`src/rtl/vscale_mul_div_if.sv`:
```
// Request/response channel between the execute stage and the iterative mul/div unit.
// The pipeline is the master; the mul/div unit is the slave.
interface vscale_mul_div_if #(
    parameter int unsigned XLEN = 32
);
    logic            req_valid;
    logic            req_ready;
    logic [2:0]      req_op;
    logic [XLEN-1:0] req_in1;
    logic [XLEN-1:0] req_in2;
    logic            kill;
    logic            resp_valid;
    logic            resp_ready;
    logic [XLEN-1:0] resp_out;

    modport master (
        output req_valid, req_op, req_in1, req_in2, kill, resp_ready,
        input  req_ready, resp_valid, resp_out
    );

    modport slave (
        input  req_valid, req_op, req_in1, req_in2, kill, resp_ready,
        output req_ready, resp_valid, resp_out
    );
endinterface

```
`src/rtl/vscale_mul_div.sv`:
```
// Iterative radix-2 multiply/divide unit for the RISC-V M extension.
// Fixed latency of XLEN+2 cycles from accept to resp_valid for every op.
module vscale_mul_div #(
    parameter int unsigned XLEN = 32
) (
    input  logic            clk,
    input  logic            reset_n,
    vscale_mul_div_if.slave bus
);
    localparam int unsigned CNT_W = $clog2(XLEN);
    localparam int unsigned DW    = 2 * XLEN;

    localparam logic [2:0] OP_MUL    = 3'd0;
    localparam logic [2:0] OP_MULH   = 3'd1;
    localparam logic [2:0] OP_MULHSU = 3'd2;
    localparam logic [2:0] OP_MULHU  = 3'd3;
    localparam logic [2:0] OP_DIV    = 3'd4;
    localparam logic [2:0] OP_DIVU   = 3'd5;
    localparam logic [2:0] OP_REM    = 3'd6;
    localparam logic [2:0] OP_REMU   = 3'd7;

    typedef enum logic [2:0] {
        S_IDLE,
        S_SETUP,
        S_COMPUTE,
        S_FINISH,
        S_DONE
    } state_t;

    state_t state, state_nxt;

    logic [CNT_W-1:0] cnt;
    logic [2:0]       op_q;
    logic [XLEN-1:0]  in1_q, in2_q;
    logic [XLEN-1:0]  opnd;
    logic [DW-1:0]    acc;
    logic             neg, div0, ovf;
    logic [XLEN-1:0]  result;

    logic             req_ready_c, accept_c, last_c, is_div_c;
    logic             sgn1_c, sgn2_c, neg_c, div0_c, ovf_c;
    logic [XLEN-1:0]  mag1_c, mag2_c;
    logic [XLEN:0]    mul_sum_c, rem_sh_c;
    logic [XLEN-1:0]  rem_sub_c, rem_new_c;
    logic             div_ge_c;
    logic [DW-1:0]    mul_step_c, div_step_c, prod_f_c;
    logic [XLEN-1:0]  quo_c, rem_c, quo_f_c, rem_f_c, fin_c;

    assign req_ready_c    = (state == S_IDLE) && !bus.kill;
    assign accept_c       = bus.req_valid && req_ready_c;
    assign last_c         = (cnt == CNT_W'(XLEN - 1));
    assign is_div_c       = op_q[2];

    assign bus.req_ready  = req_ready_c;
    assign bus.resp_valid = (state == S_DONE);
    assign bus.resp_out   = result;

    // State register
    always_ff @(posedge clk or negedge reset_n) begin
        if (!reset_n) begin
            state <= S_IDLE;
        end else begin
            state <= state_nxt;
        end
    end

    // Next-state logic; kill aborts from every busy state and wins over resp_ready
    always_comb begin
        state_nxt = state;
        case (state)
            S_IDLE:    if (accept_c) state_nxt = S_SETUP;
            S_SETUP:   state_nxt = bus.kill ? S_IDLE : S_COMPUTE;
            S_COMPUTE: begin
                if (bus.kill)    state_nxt = S_IDLE;
                else if (last_c) state_nxt = S_FINISH;
            end
            S_FINISH:  state_nxt = bus.kill ? S_IDLE : S_DONE;
            S_DONE:    if (bus.kill || bus.resp_ready) state_nxt = S_IDLE;
            default:   state_nxt = S_IDLE;
        endcase
    end

    // Operand signedness, magnitudes and result sign for the captured op
    always_comb begin
        sgn1_c = 1'b0;
        sgn2_c = 1'b0;
        case (op_q)
            OP_MULH, OP_DIV, OP_REM: begin
                sgn1_c = in1_q[XLEN-1];
                sgn2_c = in2_q[XLEN-1];
            end
            OP_MULHSU: sgn1_c = in1_q[XLEN-1];
            default: ;
        endcase
        mag1_c = sgn1_c ? (~in1_q + XLEN'(1)) : in1_q;
        mag2_c = sgn2_c ? (~in2_q + XLEN'(1)) : in2_q;
        div0_c = (in2_q == '0);
        ovf_c  = (in1_q == {1'b1, {(XLEN-1){1'b0}}}) && (in2_q == '1);
        neg_c  = sgn1_c ^ sgn2_c;
        if (op_q == OP_DIV) neg_c = (sgn1_c ^ sgn2_c) && !div0_c;
        if (op_q == OP_REM) neg_c = sgn1_c;
    end

    // One radix-2 step: shift-add multiply, restoring divide ({remainder, quotient} in acc)
    always_comb begin
        mul_sum_c  = {1'b0, acc[DW-1:XLEN]} + {1'b0, (acc[0] ? opnd : '0)};
        mul_step_c = {mul_sum_c, acc[XLEN-1:1]};
        rem_sh_c   = {acc[DW-1:XLEN], acc[XLEN-1]};
        div_ge_c   = (rem_sh_c >= {1'b0, opnd});
        rem_sub_c  = rem_sh_c[XLEN-1:0] - opnd;
        rem_new_c  = div_ge_c ? rem_sub_c : rem_sh_c[XLEN-1:0];
        div_step_c = {rem_new_c, acc[XLEN-2:0], div_ge_c};
    end

    // Sign fix-up and result selection, including forced special-case results
    always_comb begin
        prod_f_c = neg ? (~acc + DW'(1)) : acc;
        quo_c    = acc[XLEN-1:0];
        rem_c    = acc[DW-1:XLEN];
        quo_f_c  = neg ? (~quo_c + XLEN'(1)) : quo_c;
        rem_f_c  = neg ? (~rem_c + XLEN'(1)) : rem_c;
        fin_c    = '0;
        case (op_q)
            OP_MUL:                        fin_c = prod_f_c[XLEN-1:0];
            OP_MULH, OP_MULHSU, OP_MULHU:  fin_c = prod_f_c[DW-1:XLEN];
            OP_DIV:  fin_c = div0 ? '1 : (ovf ? in1_q : quo_f_c);
            OP_DIVU: fin_c = div0 ? '1 : quo_c;
            OP_REM:  fin_c = div0 ? in1_q : (ovf ? '0 : rem_f_c);
            OP_REMU: fin_c = div0 ? in1_q : rem_c;
            default: fin_c = '0;
        endcase
    end

    // Datapath registers
    always_ff @(posedge clk or negedge reset_n) begin
        if (!reset_n) begin
            cnt    <= '0;
            op_q   <= '0;
            in1_q  <= '0;
            in2_q  <= '0;
            opnd   <= '0;
            acc    <= '0;
            neg    <= 1'b0;
            div0   <= 1'b0;
            ovf    <= 1'b0;
            result <= '0;
        end else begin
            case (state)
                S_IDLE: begin
                    if (accept_c) begin
                        op_q  <= bus.req_op;
                        in1_q <= bus.req_in1;
                        in2_q <= bus.req_in2;
                    end
                end
                S_SETUP: begin
                    cnt  <= '0;
                    opnd <= is_div_c ? mag2_c : mag1_c;
                    acc  <= {{XLEN{1'b0}}, (is_div_c ? mag1_c : mag2_c)};
                    neg  <= neg_c;
                    div0 <= div0_c;
                    ovf  <= ovf_c;
                end
                S_COMPUTE: begin
                    cnt <= cnt + CNT_W'(1);
                    acc <= is_div_c ? div_step_c : mul_step_c;
                end
                S_FINISH: begin
                    if (!bus.kill) result <= fin_c;
                end
                default: ;
            endcase
        end
    end
endmodule

```
`src/flat_wrapper.sv`:
```
// flat-port wrapper written by rule: the top's interface ports become plain ports
module vscale_mul_div_flat 
#(
    parameter int unsigned XLEN = 32
)
  (clk, reset_n, bus_req_valid, bus_req_op, bus_req_in1, bus_req_in2, bus_kill, bus_resp_ready, bus_req_ready, bus_resp_valid, bus_resp_out);
  vscale_mul_div_if #(.XLEN(XLEN)) bus_i ();
  input  logic clk;
  input  logic reset_n;
  input wire logic [$bits(bus_i.req_valid)-1:0] bus_req_valid;
  input wire logic [$bits(bus_i.req_op)-1:0] bus_req_op;
  input wire logic [$bits(bus_i.req_in1)-1:0] bus_req_in1;
  input wire logic [$bits(bus_i.req_in2)-1:0] bus_req_in2;
  input wire logic [$bits(bus_i.kill)-1:0] bus_kill;
  input wire logic [$bits(bus_i.resp_ready)-1:0] bus_resp_ready;
  output wire logic [$bits(bus_i.req_ready)-1:0] bus_req_ready;
  output wire logic [$bits(bus_i.resp_valid)-1:0] bus_resp_valid;
  output wire logic [$bits(bus_i.resp_out)-1:0] bus_resp_out;
  assign bus_i.req_valid = bus_req_valid;
  assign bus_i.req_op = bus_req_op;
  assign bus_i.req_in1 = bus_req_in1;
  assign bus_i.req_in2 = bus_req_in2;
  assign bus_i.kill = bus_kill;
  assign bus_i.resp_ready = bus_resp_ready;
  assign bus_req_ready = bus_i.req_ready;
  assign bus_resp_valid = bus_i.resp_valid;
  assign bus_resp_out = bus_i.resp_out;
  vscale_mul_div #(.XLEN(XLEN)) u_core (.clk(clk), .reset_n(reset_n), .bus(bus_i));
endmodule
```
`config.mk`:
```
export PLATFORM = sky130hd
export DESIGN_NAME = vscale_mul_div_flat
export DESIGN_NICKNAME = d
export VERILOG_FILES = /design/src/rtl/vscale_mul_div_if.sv /design/src/rtl/vscale_mul_div.sv /design/src/flat_wrapper.sv
export SDC_FILE = /design/constraint.sdc
export NUM_CORES = 1
export LEC_CHECK = 0
export CORE_ASPECT_RATIO = 0.7
export CORE_UTILIZATION = 30
export DETAILED_ROUTE_END_ITERATION = 10
export GPL_TIMING_DRIVEN = 1
export PLACE_DENSITY = 0.5
export SLEW_MARGIN = 20
export SYNTH_ARGS = -nofsm -noshare
export SYNTH_HDL_FRONTEND = slang
export SYNTH_SLANG_ARGS = --single-unit
export TNS_END_PERCENT = 30
```
`constraint.sdc`:
```
create_clock -name clk -period 3.7 [get_ports clk]
set_clock_uncertainty 0.05 [all_clocks]
set_input_delay 0.555 -clock clk [delete_from_list [all_inputs] [get_ports clk]]
set_output_delay 0.555 -clock clk [all_outputs]
set_load 0.005 [all_outputs]
```
==> impl_metrics.tcl <==
set metrics [dict create \
    worst_pin_slew_ns 0.957 \
    ys.flop_type "dfrtp_1" \
    chipWidth_um 296 \
    tns_ns -0.133 \
    hold_class "reg -> reg" \
    min_period_ns 3.80 \
    clockBufferDepth 3 \
    hold_viol_final 0 \
    synth-edff-count 0 \
    num_rows 75 \
    finalCritPeriodShare_pct 103 \
    crit_arrival_ns 4.20 \
    vdd_drop_max_v 0.000429 \
    htree_levels 1 \
    dieHeight_um 208 \
    r2r-start "u_core.acc[13]$_DFFE_PN0P_" \
    area_growth_pct 22.0 \
    post_dp_cell_area_um2 21300 \
    hold-worst-slack_ns 0.433 \
    insertion_delay_ns 0.59 \
    num_vias 19700 \
    violations "setup timing" \
    core_um2 60000 \
    wl_um 86300 \
    die_area_um2 61600 \
    grt_max_degree 109 \
    synthDominantCellAreaShare_pct 28.3 \
    final_antenna_net_count 0 \
    grt_pass1_vias 18300 \
    crit_path_end_kind "register" \
    start_util_pct 30.3 \
    hold_depth 2 \
    crit_fanout 15 \
    p_leak_nw 9.10 \
    synth.area.top_cells "dfrtp_1 (28%), o21ai_0 (6.1%), xnor2_1 (6.0%)" \
    reg2reg_slack_ns -0.1 \
    antenna_found_initial 3 \
    rr_endpoint "u_core.bus.resp_out[13]$_DFFE_PN0P_" \
    cp-start-kind "register" \
    design_area_um2 22200 \
    placed_cells 3213 \
    p_total_mw 21.7 \
    hold_path_end "u_core.opnd[7]$_DFFE_PN0P_" \
    drt_iter0_markers 2561 \
    viasPerCell 6.03 \
    ff2ff_path_depth 9 \
    overflow 0 \
    setup_viol 2 \
    synth_area_um2 18200 \
    drv_slew 0 \
    yosys.area.top_type "dfrtp_1" \
    status "complete, but fails checks" \
    io_pins 106 \
    synth_nets 2418 \
    dp_hpwl_um 66300 \
    final_util_pct 37.0 \
    yosysWarnings 0 \
    drive_gt1_share_pct 15.6 \
    worstHoldStart "u_core.opnd[7]$_DFFE_PN0P_" \
    gp_congestion 1.01 \
    synth_area_per_cell_um2 8.00 \
    ys_seq_area_share_pct 28.3 \
    cts-root-buf "clkbuf_16" \
    pre_cts_slack_ns 0.0401 \
    pwr_density_cell_nw_per_um2 978 \
    cts_buffers 24 \
    cts_tree "done" \
    max-cap-violations 0 \
    crit_type "reg -> reg" \
    clock-sinks 206 \
    wl_per_cell_um 26.5 \
    fin_cells 3262 \
    grt_setup_unrepaired "yes" \
    postSynthCellCount 2273 \
    ys_types 77 \
    relSlewSlack_pct 36.2 \
    drt_first_pass_iters 7 \
    drc 0 \
    io_buffers 105 \
    grt_pass1_wl_um 126000 \
    fmax_mhz 263 \
    finalNetCount 2580 \
    grt_util_all_layers_pct 27.4 \
    fin_ws_ns -0.0966 \
    required_ns 4.10 \
    clk_pin_slew_ns 0.07 \
    ys_seq_elements 206 \
    synthArstFlopShare_pct 100 \
]
[critical path, cell delays in order (launching register included)]
cell	delay (ns)
dfrtp_1	0.38
or4_1	0.69
nor3_1	0.59
nand3_1	0.28
or4_4	0.66
o21ai_0	0.40
xnor2_1	0.13
o21ai_0	0.20
nand4_1	0.12
o221a_2	0.16
[how the worst max path moves through the flow]
stage / start / endpoint / slack (ns) / cells past startpoint
2_1_floorplan: u_core.acc[0]$_DFFE_PN0P_ / u_core.bus.resp_out[6]$_DFFE_PN0P_ / 0.03 / 14
3_3_place_gp: u_core.acc[0]$_DFFE_PN0P_ / u_core.acc[48]$_DFFE_PN0P_ / 0.04 / 14
3_5_place_dp: u_core.acc[0]$_DFFE_PN0P_ / u_core.acc[48]$_DFFE_PN0P_ / 0.04 / 14
4_1_cts: u_core.acc[0]$_DFFE_PN0P_ / u_core.acc[56]$_DFFE_PN0P_ / 0.06 / 14
5_1_grt: u_core.in2_q[1]$_DFFE_PN0P_ / u_core.acc[21]$_DFFE_PN0P_ / -0.07 / 8
6_report: u_core.acc[13]$_DFFE_PN0P_ / u_core.bus.resp_out[13]$_DFFE_PN0P_ / -0.1 / 9
[cells by family (layout without fill, tap and decap cells)]
kind of cell,count (synthesis),count (layout),share of synthesized area [%]
compound gates,760,760,27.1
flops,206,206,28.3
fa+ha+maj,73,73,5.10
xor+xnor,181,181,8.71
simple gates,647,647,16.8
other cells,0,1,0
buf+inv,265,445,5.60
mux,141,141,8.29
[synthesized netlist by cell type (10+ instances only)]
| library cell | n |
|---|---|
| nand2_1 | 228 |
| o21ai_0 | 221 |
| dfrtp_1 | 206 |
| clkbuf_1 | 181 |
| a21oi_1 | 174 |
| nor2_1 | 164 |
| xnor2_1 | 124 |
| mux2_2 | 77 |
| ha_1 | 71 |
| inv_1 | 70 |
| mux2i_1 | 64 |
| xor2_1 | 57 |
| o221ai_1 | 51 |
| nor3_1 | 44 |
| nand3_1 | 41 |
| a21o_1 | 30 |
| o31ai_1 | 29 |
| o22ai_1 | 28 |
| a31oi_1 | 26 |
| nand4_1 | 26 |
| o211ai_1 | 25 |
| o41ai_1 | 23 |
| a22oi_1 | 22 |
| a221o_1 | 18 |
| or3_1 | 18 |
| a211oi_1 | 17 |
| nand2b_1 | 17 |
| nor4_1 | 17 |
| or4_1 | 17 |
| and3_1 | 13 |
| o21a_1 | 12 |
| and2_1 | 11 |
| buf_1 | 10 |
[repair_timing]
item / CTS / global route
hold endpoints to repair: 53 / 0
setup buffers: 0 / 3
resized for setup: 1 / 14
hold buffers: 1 / 0
endpoints found under the setup margin: 2 / 41
pin swaps: 0 / 5
[layout make-up]
class,instances,area (um^2)
fillers,6128,37800
multi-input cells,1802,12100
flip-flops and latches,206,5160
repair buffers,331,2840
well taps,808,1010
clock buffers,37,689
inverters,70,263
clock inverters,7,116
diodes,1,2.50
[sequential cells by signal (all words and copies together) (netlist names), 3 cells and up]
name / flops
u_core.cnt: 5
u_core.op_q: 3
u_core.in2_q: 32
u_core.bus.resp_out: 32
u_core.in1_q: 32
u_core.acc: 64
u_core.opnd: 32
u_core.state: 3
[metal layers]
layer  up-vias  global-route usage (%)  part of all wire (%)
li1       8708                       -                     -
met1      9760                    43.8                    49
met2      1085                    35.8                    38
met3       122                    7.46                    11
met4         6                    4.25                   1.6
met5         -                       0                 0.053
[cells in the final DEF (no fill, tap or decap), types with 28 or more instances in the layout]
master           instances
nand2_1                227
o21ai_0                219
buf_4                  218
dfrtp_1                203
a21oi_1                173
nor2_1                 163
xnor2_1                124
clkdlybuf4s50_1        104
mux2_2                  77
ha_1                    71
inv_1                   70
mux2i_1                 64
xor2_1                  55
o221ai_1                51
nor3_1                  43
nand3_1                 41
a21o_1                  30
o22ai_1                 28
o31ai_1                 28
[power breakdown]
part / internal, mW / leakage, nW / switching (mW)
clock network: 1.43 / 0.387 / 1.14
logic: 6.01 / 6.15 / 9.08
registers: 3.08 / 2.56 / 0.968
Note: power is estimated with default switching activity, not from simulation.
